--- config.mk ---
export PLATFORM = sky130hd
export DESIGN_NAME = mux16_rr_scheduler
export DESIGN_NICKNAME = d
export VERILOG_FILES = /design/src/rtl/mux16_rr_scheduler.sv
export SDC_FILE = /design/constraint.sdc
export NUM_CORES = 1
export LEC_CHECK = 0
export ABC_AREA = 0
export CAP_MARGIN = 30
export CORE_MARGIN = 3
export CORE_UTILIZATION = 56
export DETAILED_ROUTE_END_ITERATION = 12
export PLACE_DENSITY = 0.82
export SETUP_SLACK_MARGIN = 0.05
export SYNTH_ARGS = -nofsm -noshare
export SYNTH_HDL_FRONTEND = slang
export SYNTH_SLANG_ARGS = --single-unit
--- constraint.sdc ---
create_clock -name clk -period 6.8 [get_ports clk]
set_input_delay 1.36 -clock clk [delete_from_list [all_inputs] [get_ports clk]]
set_output_delay 1.36 -clock clk [all_outputs]
set_load 0.02 [all_outputs]
--- src/rtl/mux16_rr_scheduler.sv ---
// Round-robin scheduler that owns a shared 16:1 bit lane and streams the winner's bit in bounded bursts.
// Grant is registered one edge after the request; outd/out_valid are combinational and hold while out_ready is low.

module mux16_bit (
    input  logic [15:0] d_i,
    input  logic [3:0]  sel_i,
    output logic        y_o
);
    assign y_o = d_i[sel_i];
endmodule

module mux16_rr_scheduler #(
    parameter int HOLD_CYCLES = 4
) (
    input  logic        clk,
    input  logic        rst_n,
    input  logic        en,
    input  logic [15:0] req,
    input  logic [15:0] datain,
    input  logic        out_ready,
    output logic [3:0]  select,
    output logic [15:0] grant,
    output logic        outd,
    output logic        out_valid,
    output logic        last
);
    localparam logic [0:0] S_IDLE = 1'b0;
    localparam logic [0:0] S_XFER = 1'b1;
    localparam logic [3:0] LAST_BEAT = 4'(HOLD_CYCLES - 1);

    if (HOLD_CYCLES < 1 || HOLD_CYCLES > 15) begin : g_bad_hold
        $error("HOLD_CYCLES must be within 1..15");
    end

    logic [0:0]  state_q, state_d;
    logic [3:0]  select_q, select_d;
    logic [15:0] grant_q, grant_d;
    logic [3:0]  ptr_q, ptr_d;
    logic [3:0]  beat_cnt_q, beat_cnt_d;

    logic [3:0]  arb_base;
    logic [3:0]  winner;
    logic        found;
    logic        can_grant;
    logic        accept;
    logic        rel;
    logic        mux_y;

    // On release the outgoing owner is the search base, so it ranks last.
    always_comb begin
        logic [3:0] idx;
        arb_base = (state_q == S_XFER) ? select_q : ptr_q;
        winner   = 4'd0;
        found    = 1'b0;
        idx      = 4'd0;
        for (int k = 1; k <= 16; k++) begin
            idx = arb_base + 4'(k);
            if (!found && req[idx]) begin
                winner = idx;
                found  = 1'b1;
            end
        end
    end

    assign can_grant = en && found;
    assign out_valid = (state_q == S_XFER) && req[select_q];
    assign accept    = out_valid && out_ready;
    assign rel       = (state_q == S_XFER) &&
                       ((accept && beat_cnt_q == LAST_BEAT) || !req[select_q]);

    always_comb begin
        state_d    = state_q;
        select_d   = select_q;
        grant_d    = grant_q;
        ptr_d      = ptr_q;
        beat_cnt_d = beat_cnt_q;
        case (state_q)
            S_IDLE: begin
                if (can_grant) begin
                    state_d    = S_XFER;
                    select_d   = winner;
                    grant_d    = 16'd1 << winner;
                    beat_cnt_d = 4'd0;
                end
            end
            default: begin
                if (rel) begin
                    ptr_d = select_q;
                    if (can_grant) begin
                        select_d   = winner;
                        grant_d    = 16'd1 << winner;
                        beat_cnt_d = 4'd0;
                    end else begin
                        state_d = S_IDLE;
                        grant_d = 16'd0;
                    end
                end else if (accept) begin
                    beat_cnt_d = beat_cnt_q + 4'd1;
                end
            end
        endcase
    end

    always_ff @(posedge clk or negedge rst_n) begin
        if (!rst_n) begin
            state_q    <= S_IDLE;
            select_q   <= 4'd0;
            grant_q    <= 16'd0;
            ptr_q      <= 4'd15;
            beat_cnt_q <= 4'd0;
        end else begin
            state_q    <= state_d;
            select_q   <= select_d;
            grant_q    <= grant_d;
            ptr_q      <= ptr_d;
            beat_cnt_q <= beat_cnt_d;
        end
    end

    mux16_bit u_mux (
        .d_i   (datain),
        .sel_i (select_q),
        .y_o   (mux_y)
    );

    assign select = select_q;
    assign grant  = grant_q;
    assign outd   = out_valid & mux_y;
    assign last   = out_valid && (beat_cnt_q == LAST_BEAT);

endmodule

==> results of run 1 <==
## worst max-delay path, stage by stage, from the launching register on
cell      delay [ns]
dfrtp_1         0.65
mux2i_4         0.31
inv_1           0.08
ha_1            0.42
xnor2_2         0.75
mux4_2          0.47
a22oi_1         0.36
o211ai_2        0.18
or4_1           0.71
or4_4           0.61
o31ai_2         0.36
nand2b_1        0.38
inv_2           0.13
nor2_4          0.34
a32o_1          0.21
## flip-flops by register name, summed over array words and instances (netlist names)
register    cells
select          4
state_q         1
grant          16
beat_cnt_q      4
ptr_q           4
## routing by layer
layer	share of wire, %	GRT usage [%]	vias up
met4	2.9	11.0	0
met2	46	49.7	294
li1	-	-	1797
met1	39	45.9	1898
met3	12	7.28	36
met5	0	0	-
## metrics by stage
| step | worst slack [ns] | cells | hold WS, ns | area, sq um |
|---|---|---|---|---|
| 3_3_place_gp | 0.964 | 571 | 0.478 | 4610 |
| 2_1_floorplan | 1.53 | 425 | 0.482 | 3900 |
| 4_1_cts | 0.808 | 579 | 0.498 | 4710 |
| 6_report | 0.745 | 579 | 0.495 | 4710 |
| 3_5_place_dp | 0.851 | 571 | 0.483 | 4610 |
| 5_1_grt | 0.470 | 579 | 0.510 | 4710 |
## cell usage in the layout, fill, tap and decap left out, types with 9 or more instances in the layout
cell | netlist | layout
a32o_1 | 16 | 16
clkdlybuf4s50_1 | 0 | 58
nor2_1 | 32 | 32
a21oi_1 | 24 | 24
mux2i_1 | 30 | 30
nand2b_1 | 9 | 9
o21ai_0 | 15 | 15
nand2_1 | 50 | 50
nand3_1 | 10 | 10
dfrtp_1 | 25 | 25
buf_4 | 2 | 16
mux4_2 | 31 | 31
## area by class of cell
class / instances / area [sq um] / area share [%]
clock buffer: 6 / 72.6 / 1.54
multi-input combinational: 363 / 3010 / 63.9
timing repair buffer: 74 / 701 / 14.9
sequential: 29 / 731 / 15.5
tap: 93 / 116 / 2.47
inverter: 12 / 47.5 / 1.01
clock inverter: 2 / 35.0 / 0.743
## kinds of logic after synthesis
| logic type | Yosys count |
|---|---|
| AOI/OAI and AO/OA | 113 |
| xor gates and xnor gates | 10 |
| adders and majority gates | 8 |
| buffers and inverters | 33 |
| DFF | 29 |
| muxes | 75 |
| and+or+nand+nor | 157 |
## worst max path at each step
| stage | from | end | slack, ns | depth (start not counted) |
|---|---|---|---|---|
| after floorplan | state_q | grant[10] | 1.53 | 19 |
| after global placement | state_q | grant[9] | 0.96 | 14 |
| after detailed placement | state_q | grant[12] | 0.85 | 14 |
| after CTS | state_q | grant[0] | 0.81 | 14 |
| after global routing | state_q | grant[11] | 0.47 | 14 |
| final | state_q | grant[0] | 0.74 | 14 |
==> impl_metrics.py, run 1 <==
metrics = {
    "timing": {
        "min_period_ns": 6.06,
        "setup_viol": 0,
        "slew_viol_final": 0,
        "slew_headroom_pct": 33.2,
        "tightest_slew_ns": 0.975,
        "fmax_mhz": 165,
        "tns_ns": 0,
        "clock_skew_ns": 0.00646,
        "finalHoldViolCount": 0,
        "min_period_over_period_pct": 89.0,
        "rsz0062_at_grt": "false",
    },
    "floorplanning": {
        "dieArea_sq_um": 8010,
        "fp.dieH_um": 89.5,
        "initial_core_util_pct": 59.4,
        "fp.dieW_um": 89.5,
        "num_rows": 29,
        "core_sq_um": 6570,
        "ios": 59,
    },
    "drt": {
        "drt_first_iter_violations": 458,
        "drtAntennaViolNets": 0,
        "viasPerCell": 6.95,
        "dr.pass1.iters": 5,
        "wl_per_cell_um": 21.5,
        "drt-total-wl_um": 12500,
        "vias": 4025,
        "drc_errors": 0,
    },
    "synthesis": {
        "ys_types": 72,
        "yosys-top-cells-area": "mux4_2, dfrtp_1, mux2i_1, nand2_1, a32o_1",
        "synth_warnings": 0,
        "synth_simple_gate_area_share_pct": 20.6,
        "synthAdderAreaFrac_pct": 2.56,
        "synth_top_area_share_pct": 17.9,
        "synth_compound_gate_area_share_pct": 20.9,
        "synth_top_area_cell": "mux4_2",
        "synth_flop_cell": "dfrtp_1",
        "synth_edf_count": 0,
        "avgSynthCellArea_sq_um": 9.18,
        "synth.ff_latch_count": 29,
        "yosys.area_share.xor_xnor_pct": 2.44,
        "yosysMostFrequentCell": "nand2_1",
        "yosys-top-cells-count": "nand2_1, nor2_1, mux4_2",
        "ys_seq_area_share_pct": 18.7,
        "synth_top_family_by_area": "multiplexers",
        "syn_inst": 425,
        "synthesis.area_sq_um": 3900,
        "synthMuxAreaShare_pct": 30.7,
        "syn-num-nets": 469,
        "async_flop_share_pct": 100,
    },
    "cts": {
        "numCtsBuffers": 5,
        "cts_resized": 0,
        "h-tree-depth": 2,
        "clk_latency_ns": 0.28,
        "numClockSinks": 29,
        "cts_tree": "yes",
        "root_buffer": "clkbuf_8",
        "postCtsHoldBufs": 0,
        "cts_setup_buffers": 0,
        "clockBufferDepth": 2,
        "clkTransAtPathRegs_ns": 0.07,
    },
    "final_layout": {
        "utilization_pct": 71.8,
        "fillCellCount": 513,
        "drive_gt1_share_pct": 18.1,
        "finalNetCount": 529,
        "area_growth_pct": 20.8,
        "diodes": 0,
    },
    "global_route": {
        "grt_use_total_pct": 32.6,
        "grt_start_max_net_pins": 30,
        "overflow": 0,
        "grt_pass1_vias": 3815,
        "antenna_found_initial": 0,
        "grt_pass1_wl_um": 19800,
    },
    "place": {
        "hpwl_um": 9370,
        "port_buffers": 58,
        "gp_congestion": 1.00,
    },
    "hold_path": {
        "worstHoldPathType": "reg -> reg",
        "hp-start": "grant[15]",
        "min_delay_path_depth": 1,
        "holdPathEnd": "grant[15]",
    },
    "worst_setup_path": {
        "start_kind": "flip-flop",
        "r2r-end": "grant[0]",
        "worstPathRequired_ns": 7.01,
        "rr_worst_depth": 14,
        "r2r-start": "state_q",
        "r2r_setup_slack_ns": 0.74,
        "crit_type": "reg -> reg",
        "worst_ep_arrival_time_ns": 6.27,
        "cp_max_fo": 16,
        "worstSetupEndpointType": "flip-flop",
    },
    "outcome": {
        "status": "finished clean",
    },
    "job": {
        "maxCapViolCount": 0,
    },
}
Power of run 1 is not shown: default switching activity piles up to over one toggle a cycle in this logic, so the estimate is an artifact.
==> run 2: changes to the inputs <==
Settings changed: REMOVE_ABC_BUFFERS from default to 1.
==> impl_metrics.py, run 2 (synthesized netlist as in run 1, its figures left out) <==
metrics = {
    "outcome": {
        "status": "finished clean",
    },
    "hold_path": {
        "worstHoldPathType": "reg -> reg",
    },
    "drt": {
        "wl_per_cell_um": 22.0,
        "drc_errors": 0,
        "drtAntennaViolNets": 0,
        "viasPerCell": 6.94,
        "vias": 3998,
        "dr.pass1.iters": 5,
        "drt_first_iter_violations": 444,
        "drt-total-wl_um": 12700,
    },
    "final_layout": {
        "final_common_cell": "clkdlybuf4s50_1",
        "diodes": 0,
        "finalNetCount": 526,
        "fin_area_sq_um": 4700,
        "multi_input_area_sq_um": 3010,
        "seq_area_sq_um": 731,
        "most-common-layout-cells": "clkdlybuf4s50_1, nand2_1, nor2_1",
        "drive_gt1_share_pct": 17.8,
        "fillCellCount": 510,
        "area_growth_pct": 20.5,
        "largest_register_ffs": 16,
    },
    "cts": {
        "clk_latency_ns": 0.27,
        "postCtsHoldBufs": 0,
        "cts_tree": "yes",
        "numClockSinks": 29,
        "clockBufferDepth": 2,
        "clkTransAtPathRegs_ns": 0.06,
        "root_buffer": "clkbuf_8",
        "numCtsBuffers": 5,
        "h-tree-depth": 2,
        "cts_setup_buffers": 0,
        "cts_resized": 0,
    },
    "worst_setup_path": {
        "cp_max_fo": 15,
        "crit_type": "reg -> reg",
        "worst_ep_arrival_time_ns": 6.30,
        "worstPathRequired_ns": 6.96,
        "start_kind": "flip-flop",
        "worstSetupEndpointType": "flip-flop",
    },
    "global_route": {
        "antenna_found_initial": 0,
        "grt_pass1_wl_um": 20100,
        "grt_start_max_net_pins": 30,
        "grt_use_total_pct": 33.0,
        "overflow": 0,
        "grt_pass1_vias": 3884,
    },
    "timing": {
        "tightest_slew_ns": 0.830,
        "hold_ws_ns": 0.499,
        "min_period_ns": 6.14,
        "min_period_over_period_pct": 90.3,
        "finalHoldViolCount": 0,
        "slew_headroom_pct": 44.4,
        "setup_slack_ns": 0.657,
        "fmax_mhz": 163,
        "slew_viol_final": 0,
        "clock_skew_ns": 0.00194,
        "setup_viol": 0,
        "tns_ns": 0,
        "rsz0062_at_grt": "false",
    },
    "place": {
        "hpwl_um": 9740,
        "port_buffers": 58,
        "gp_congestion": 0.966,
        "place_ws_ns": 0.784,
        "place_area_sq_um": 4580,
    },
    "floorplanning": {
        "fp.dieW_um": 89.5,
        "initial_core_util_pct": 59.4,
        "ios": 59,
        "core_sq_um": 6570,
        "fp.dieH_um": 89.5,
        "dieArea_sq_um": 8010,
        "num_rows": 29,
    },
    "job": {
        "maxCapViolCount": 0,
    },
}
[run 2: stage by stage]
stage,std cells,util [%]
floorplan,404,-
global placement,567,69.7
detailed placement,567,69.7
CTS,575,71.5
global route,576,71.6
finish,576,71.6
[run 2: area by class of cell]
cell class / instances / area share, %
clock inverter: 2 / 0.798
multi-input combinational: 363 / 64.0
clock buffer: 6 / 1.76
sequential: 29 / 15.5
inverter: 12 / 1.01
tap: 93 / 2.47
timing repair buffer: 71 / 14.4
[run 2: worst max-delay path, stage by stage, from the launching register on]
cell and delay (ns):
dfrtp_1 0.63, mux2i_4 0.69, inv_4 0.04, ha_1 0.40, xnor2_2 0.75, mux4_2 0.45, a22oi_1 0.30, o211ai_2 0.18
or4_1 0.70, or4_4 0.61, or3_1 0.43, a22o_1 0.23, and2_1 0.29, a32o_1 0.31
[run 2: path summary, 6_finish.rpt]
path	startpoint	end	slack (ns)	depth (start not counted)
setup / recovery	state_q	grant[9]	0.66	13
hold reg to reg	grant[8]	grant[8]	0.50	1
max in group asynchronous	rst_n	ptr_q[0]	5.02	2
min in group asynchronous	rst_n	beat_cnt_q[2]	1.47	2
hold / removal	grant[8]	grant[8]	0.50	1
setup reg to reg	state_q	grant[9]	0.66	13
[run 2: metal layers]
metal / track usage [%] / part of all wire [%] / wire length (um) / vias to the layer above
li1: - / - / - / 1793
met1: 46.2 / 41 / 5250 / 1916
met5: 0 / 0 / 0 / -
met2: 49.8 / 44 / 5630 / 247
met4: 10.8 / 3.5 / 449 / 0
met3: 8.85 / 11 / 1340 / 42
Power of run 2 is left out for the same reason.
